--- config.mk ---
export PLATFORM = sky130hd
export DESIGN_NAME = prog_loader
export DESIGN_NICKNAME = d
export VERILOG_FILES = /design/src/rtl/prog_loader_pkg.sv /design/src/rtl/sat_counter.sv /design/src/rtl/prog_loader.sv
export SDC_FILE = /design/constraint.sdc
export NUM_CORES = 1
export LEC_CHECK = 0
export CAP_MARGIN = 0
export CELL_PAD_IN_SITES_DETAIL_PLACEMENT = 0
export CELL_PAD_IN_SITES_GLOBAL_PLACEMENT = 1
export CORE_ASPECT_RATIO = 0.8
export CORE_MARGIN = 5
export CORE_UTILIZATION = 38
export DETAILED_ROUTE_END_ITERATION = 8
export PLACE_DENSITY = 0.77
export SLEW_MARGIN = 20
export SYNTH_ARGS = -nofsm -noshare
export SYNTH_HDL_FRONTEND = slang
export SYNTH_HIERARCHICAL = 1
export SYNTH_SLANG_ARGS = --single-unit
--- constraint.sdc ---
create_clock -name clk -period 2.55 [get_ports clk]
set_clock_uncertainty 0.2 [all_clocks]
set_input_delay 0.51 -clock clk [delete_from_list [all_inputs] [get_ports clk]]
set_output_delay 0.51 -clock clk [all_outputs]
set_load 0.005 [all_outputs]
--- src/rtl/prog_loader_pkg.sv ---
// Shared types for the program loader: FSM states and sticky error codes.
package prog_loader_pkg;

  typedef enum logic [2:0] {
    IDLE  = 3'd0,
    LOAD  = 3'd1,
    START = 3'd2,
    RUN   = 3'd3,
    ERROR = 3'd4
  } loader_state_t;

  typedef enum logic [1:0] {
    ERR_NONE     = 2'd0,
    ERR_OVERFLOW = 2'd1,
    ERR_TIMEOUT  = 2'd2
  } loader_err_t;

endpackage

--- src/rtl/sat_counter.sv ---
// Saturating up-counter with synchronous clear and a registered at-max flag.
module sat_counter #(
  parameter int unsigned W = 16
) (
  input  logic         clk,
  input  logic         reset,
  input  logic         clr,
  input  logic         inc,
  output logic [W-1:0] count,
  output logic         at_max
);

  localparam logic [W-1:0] MAX_M1 = {{(W-1){1'b1}}, 1'b0};

  // at_max tracks count == all-ones so the increment gate needs no wide compare
  always_ff @(posedge clk) begin
    if (reset || clr) begin
      count  <= '0;
      at_max <= 1'b0;
    end else if (inc && !at_max) begin
      count  <= count + 1'b1;
      at_max <= (count == MAX_M1);
    end
  end

endmodule

--- src/rtl/prog_loader.sv ---
// Streams a program into instruction memory, pulses CPU start, then times the run until done.
module prog_loader
  import prog_loader_pkg::*;
#(
  parameter int unsigned IM_SIZE      = 1024,
  parameter int unsigned AW           = 10,
  parameter int unsigned IW           = 9,
  parameter int unsigned START_CYCLES = 2,
  parameter int unsigned CYC_W        = 16,
  parameter int unsigned TIMEOUT      = 65535
) (
  input  logic             clk,
  input  logic             reset,
  input  logic             load_req,
  input  logic             in_valid,
  input  logic [IW-1:0]    in_data,
  input  logic             in_last,
  output logic             in_ready,
  output logic             im_wr_en,
  output logic [AW-1:0]    im_wr_addr,
  output logic [IW-1:0]    im_wr_data,
  output logic             start,
  input  logic             done,
  output logic             busy,
  output logic             run_done,
  output logic [1:0]       err_code,
  output logic [CYC_W-1:0] run_cycles,
  output logic [AW:0]      words_loaded
);

  localparam int unsigned SCW = (START_CYCLES > 1) ? $clog2(START_CYCLES) : 1;

  loader_state_t  state;
  loader_err_t    err_q;
  logic [AW-1:0]  addr;
  logic [SCW-1:0] st_cnt;
  logic           cnt_clr;
  logic           cnt_inc;
  logic           run_at_max;
  logic           timeout_hit;

  assign err_code = err_q;

  always_comb begin
    cnt_clr     = 1'b0;
    cnt_inc     = 1'b0;
    timeout_hit = 1'b0;
    cnt_clr     = (state == IDLE) && load_req;
    cnt_inc     = (state == RUN) && !done;
    timeout_hit = (run_cycles == CYC_W'(TIMEOUT - 1)) || run_at_max;
  end

  sat_counter #(.W(CYC_W)) u_run_cnt (
    .clk    (clk),
    .reset  (reset),
    .clr    (cnt_clr),
    .inc    (cnt_inc),
    .count  (run_cycles),
    .at_max (run_at_max)
  );

  // Outputs are updated alongside each transition so they match the state they belong to
  always_ff @(posedge clk) begin
    if (reset) begin
      state        <= IDLE;
      err_q        <= ERR_NONE;
      addr         <= '0;
      st_cnt       <= '0;
      in_ready     <= 1'b0;
      im_wr_en     <= 1'b0;
      im_wr_addr   <= '0;
      im_wr_data   <= '0;
      start        <= 1'b0;
      busy         <= 1'b0;
      run_done     <= 1'b0;
      words_loaded <= '0;
    end else begin
      im_wr_en <= 1'b0;
      case (state)
        IDLE: begin
          if (load_req) begin
            run_done     <= 1'b0;
            err_q        <= ERR_NONE;
            words_loaded <= '0;
            addr         <= '0;
            in_ready     <= 1'b1;
            busy         <= 1'b1;
            state        <= LOAD;
          end
        end
        LOAD: begin
          if (in_valid && in_ready) begin
            im_wr_en     <= 1'b1;
            im_wr_addr   <= addr;
            im_wr_data   <= in_data;
            words_loaded <= words_loaded + 1'b1;
            addr         <= addr + 1'b1;
            if (in_last) begin
              in_ready <= 1'b0;
              start    <= 1'b1;
              st_cnt   <= '0;
              state    <= START;
            end else if (addr == AW'(IM_SIZE - 1)) begin
              in_ready <= 1'b0;
              err_q    <= ERR_OVERFLOW;
              state    <= ERROR;
            end
          end
        end
        START: begin
          if (st_cnt == SCW'(START_CYCLES - 1)) begin
            start <= 1'b0;
            state <= RUN;
          end else begin
            st_cnt <= st_cnt + 1'b1;
          end
        end
        RUN: begin
          if (done) begin
            run_done <= 1'b1;
            busy     <= 1'b0;
            state    <= IDLE;
          end else if (timeout_hit) begin
            err_q <= ERR_TIMEOUT;
            state <= ERROR;
          end
        end
        ERROR: begin
          state <= ERROR;
        end
        default: begin
          state <= IDLE;
        end
      endcase
    end
  end

endmodule

# Word level (Yosys, flattened, before mapping)

Cells that the tools add are included.
Widths: inputs -> output; s select.

Input bits: 15
Word-level logic and storage cells: 98
Flip-flop bits (word level): 68

Add/sub/neg operators: 4
Multiplexer cells: 40
Bitwise operators: 1
Reduce and logical (&&, ||, !) cells: 22
Equal/unequal tests: 17

Operator list:

| cell                  | number |
|---|---|
| $mux 11               | 2 |
| $pmux 11 s2           | 1 |
| $mux 3                | 7 |
| $mux 10               | 2 |
| $pmux 10 s2           | 1 |
| $ne 2x2->1 const B    | 9 |
| $add 16x1->16 const B | 1 |
| $eq 16x16->1 const B  | 1 |
| $pmux 3 s5            | 1 |
| $mux 1                | 14 |
| $mux 2                | 6 |
| $add 11x1->11 const B | 1 |
| $add 10x1->10 const B | 1 |
| $eq 10x10->1 const B  | 1 |
| $pmux 1 s2            | 5 |
| $reduce_and 3->1      | 3 |
| $reduce_and 4->1      | 2 |
| $reduce_and 7->1      | 1 |
| $eq 3x2->1 const B    | 2 |
| $ne 3x3->1 const B    | 2 |
| $pmux 2 s3            | 1 |
| $reduce_bool 2->1     | 3 |
| $reduce_and 5->1      | 1 |
| $logic_and 1x1->1     | 4 |
| 10 further kinds      | 12 |

# Logic depth before layout (Yosys ltp)

Depth after elaboration: 5
Gate-level depth with buffers: 8

# By module

Netlist, hierarchy kept.

By module, submodules not included:

| module      | area an instance (sq um) | cells each | instances |
|---|---|---|---|
| prog_loader | 2367.3                   | 281        | 1 |
| sat_counter | 809.5                    | 89         | 1 |

# Least setup slack after synthesis

OpenSTA, ideal clock, no wires.

Path type: reg-to-reg
Start: register state[2]
End: register u_run_cnt.count[10]
Period minus slack after synthesis: 2.023 ns
Setup slack: 0.527 ns
Data arrival time: 1.764 ns
Data required time: 2.291 ns
Stages on the path, launching flop included: 9
Path buffers: 2
Cell sequence: dfxtp_1 clkbuf_1 nand3b_1 nor2_1 and4b_1 buf_6 nand3_4 or4_1 nand2_1

Longest elaborated chain between the ends: 3

RTL lines:

| element                  | RTL line           | RTL |
|---|---|---|
| start: declaration       | prog_loader.sv:33  | `loader_state_t state;` |
| start signal: assignment | prog_loader.sv:65  | `state <= IDLE;` |
| start signal: assignment | prog_loader.sv:88  | `state <= LOAD;` |
| start signal: assignment | prog_loader.sv:102 | `state <= START;` |
| $eq 3x2->1               | prog_loader.sv:49  | `cnt_inc = (state == RUN) && !done;` |
| $logic_and 1x1->1        | prog_loader.sv:49  |  |
| net cnt_inc              | prog_loader.sv:38  | `logic cnt_inc;` |
| $logic_and 1x1->1        | sat_counter.sv:20  | `end else if (inc && !at_max) begin` |
| end signal: assignment   | sat_counter.sv:21  | `count <= count + 1'b1;` |
| end: declaration         | sat_counter.sv:9   | `output logic [W-1:0] count,` |

The timed path passes the listed nets, and every way through them passes these cells.
A chain may end at the register's enable or synchronous reset.

# Worst setup path in the final report

Start: register state[1]
End: register u_run_cnt.count[11]

The elaborated chain is that of the path after synthesis.

==> impl_metrics.tcl <==
set metrics [dict create \
    synth.avg_cell_area_sq_um 8.59 \
    cts_tree "done" \
    post_synth_main_area_contributors "dfxtp_1, nand2_1, a21oi_1" \
    synthMuxAreaShare_pct 0.985 \
    insertion_delay_ns 0.34 \
    net_count_of_the_mapped_netlist 389 \
    remaining_design_rule_violation_count 0 \
    cts_max_path_buffers 2 \
    count_of_routing_violations_after_the_opening_detailed_route_iteration 211 \
    crit_path_max_fanout 15 \
    seqPwrFrac_pct 43.3 \
    report.final.setup_viol 0 \
    antenna_found_initial 0 \
    post-place-ws_ns 0.0905 \
    yosys_register_bits 68 \
    synth_most_common_cell "dfxtp_1" \
    synth.yosys.seq_area_share_pct 42.9 \
    vias 2916 \
    ys_dominant_reg_cell "dfxtp_1" \
    grt_max_degree 23 \
    initial_utilization_pct 39.4 \
    timing_hold_violations_final 0 \
    cts_max_level 3 \
    worstSetupEndpointType "register" \
    clock-sinks 68 \
    postCtsHoldBufs 0 \
    share_of_post_route_cells_with_drive_strength_above_1_pct 10.7 \
    tritoncts.num_buffers 9 \
    postCtsSetupBuffers 0 \
    count_of_mapped_cells_out_of_synthesis 370 \
    power_switching_mw 0.518 \
    drt.antenna.violating_nets 0 \
    timing.max_slew.rel_slack_pct 54.1 \
    final_cell_count_no_fill 557 \
    io_pins 68 \
    power_per_cell_area_nw_per_um2 586 \
    floorplan.core_area_sq_um 8060 \
    power.static_leakage_nw 1.42 \
    netlist-cell-type-count 59 \
    min-delay-path-class "register to register" \
    wirelength_um 8370 \
    dominant_combinational_cell_family_by_area_after_synthesis "simple AND/OR/NAND/NOR gates" \
    diodes 0 \
    yosys.area_share.xor_xnor_pct 5.79 \
    cp_data_required_time_ns 2.58 \
    synth.cells.most_frequent "dfxtp_1, nand2_1, a21oi_1, nor2_1, xor2_1" \
    core.rowCount 29 \
    rsz0062_at_grt "no" \
    critical_path_class "register to register" \
    wire_length_of_the_first_global_routing_pass_um 14200 \
    worst_setup_path_start_kind "register" \
    drv_cap 0 \
    port_buffers 67 \
    post_synthesis_share_of_cell_area_spent_on_and_or_nand_and_nor_gates_pct 28.5 \
    globalRouteOverflowTotal 0 \
    clkSlewWorstSetupHoldPaths_ns 0.07 \
    die_area_sq_um 10300 \
    post_cts.resized_instances 0 \
    place_inst 541 \
    post-synth-top-area-cell "dfxtp_1" \
    post-route-min-period_ns 2.33 \
    synth_enable_flop_cells 0 \
    globalplace.congestion 0.806 \
    synthesized_area_sq_um 3180 \
    fillerInstances 808 \
    gr-usage-all-layers_pct 16.7 \
    achievable-frequency_ghz 0.429 \
    synthesized_area_fraction_occupied_by_adder_cells_pct 1.58 \
    combPwrFrac_pct 6.4 \
    ir_drop_uv 368 \
    yosys_warnings 6 \
    detail_route.wl_per_cell_um 15.0 \
    synth_largest_type_area_fraction_pct 42.9 \
    timing.setup.tns_ns 0 \
    final_net_count 463 \
    clock_power_share_pct 50.3 \
    ys_async_sr_fraction_pct 0 \
    firstDrtPassIters 4 \
    area_fraction_in_compound_gates_after_synthesis_pct 16.0 \
    p_int_mw 1.99 \
    die_height_um 91.8 \
    final.period_utilization_pct 91.5 \
    critical_path_arrival_ns 2.36 \
    place.detailed.hpwl_um 6090 \
    tightestPinTransition_ns 0.680 \
    dieWidth_um 112 \
    maxSlewViolCount 0 \
    cts_root_buffer "clkbuf_8" \
    outcome "completed" \
    totalPowerFinal_mw 2.51 \
    route.detailed.vias_per_inst 5.24 \
    vias_in_the_first_global_route 2836 \
    switching_share_pct 20.6 \
    area_delta_synth_final_pct 34.8 \
    timing.final.ws_setup_ns 0.216 \
]
state kept, by name, summed over array words and instances, names as in the netlist, 2 cells and up:
name,cells
err_code,2
u_run_cnt/count,16
addr,10
im_wr_addr,10
state,3
im_wr_data,9
words_loaded,11
power by group through the flow:
stage / combinational, mW / sequential (mW) / clock (mW)
floorplan: 0.0951 / 1.10 / 0
global placement: 0.160 / 1.11 / 0
detailed placement: 0.162 / 1.11 / 0
CTS: 0.163 / 1.09 / 1.29
global route: 0.178 / 1.09 / 1.34
finish: 0.161 / 1.09 / 1.26
layout by cell type, fill, tap and decap left out, types with 3 or more instances in the layout:
master,Yosys,routed
a21oi_1,38,38
clkbuf_8,0,9
nand2b_1,3,3
and3_1,5,5
clkdlybuf4s50_1,0,67
nand4_1,12,12
ha_1,4,4
inv_1,7,7
o211ai_1,5,5
xnor2_1,8,8
or2_2,3,3
bufinv_16,0,5
nor4_1,3,3
nor3_1,9,9
or4_1,3,3
nand3_1,9,9
buf_4,1,14
or3_1,10,10
a2111oi_0,3,3
nor2_1,37,37
xor2_1,13,13
nand2_1,54,54
nand3_2,4,4
a211oi_1,3,3
dfxtp_1,68,68
o21ai_0,9,9
metal layers:
metal | wire length, um | GRT usage, %
met4 | 95 | 5.11
met2 | 3610 | 24.4
met5 | 0 | 0
met3 | 403 | 4.28
met1 | 4270 | 24.0
metrics by stage:
step | utilization, % | hold slack [ns] | area [sq um]
after floorplan | - | 0.250 | 3180
after global placement | 49.6 | 0.242 | 4000
after detailed placement | 49.6 | 0.246 | 4000
after CTS | 53.2 | 0.256 | 4280
after global routing | 53.2 | 0.283 | 4280
final | 53.2 | 0.256 | 4280
worst max-delay path: stages, from the launching register on:
cell      delay (ns)
dfxtp_1         0.69
nand3b_1        0.20
nor2_1          0.18
buf_4           0.16
nand4b_1        0.17
nor4_1          0.42
xnor2_1         0.16
nor2_1          0.05
path summary, 6_finish.rpt:
| kind | endpoint | slack, ns | cells after the start | from |
|---|---|---|---|---|
| max | u_run_cnt/count[11] | 0.22 | 7 | state[1] |
| min | im_wr_data[3] | 0.26 | 2 | im_wr_data[3] |
| max reg2reg | u_run_cnt/count[11] | 0.22 | 7 | state[1] |
| min reg2reg | im_wr_data[3] | 0.26 | 2 | im_wr_data[3] |
cell families after synthesis:
| kind of cell | count (synthesis) |
|---|---|
| simple gates | 171 |
| compound gates | 77 |
| flops | 68 |
| buf+inv | 26 |
| xor+xnor | 21 |
| fa+ha+maj | 4 |
| mux | 3 |
area by class of cell:
| cell class | count | area, sq um | share of cell area [%] |
|---|---|---|---|
| Timing Repair Buffer | 82 | 796 | 18.6 |
| Clock buffer | 9 | 124 | 2.89 |
| Multi-Input combinational cell | 276 | 1680 | 39.2 |
| Clock inverter | 7 | 163 | 3.80 |
| Inverter | 7 | 26.3 | 0.614 |
| Sequential cell | 68 | 1360 | 31.8 |
| Tap cell | 108 | 135 | 3.16 |
(Power assumes the default switching activity.)
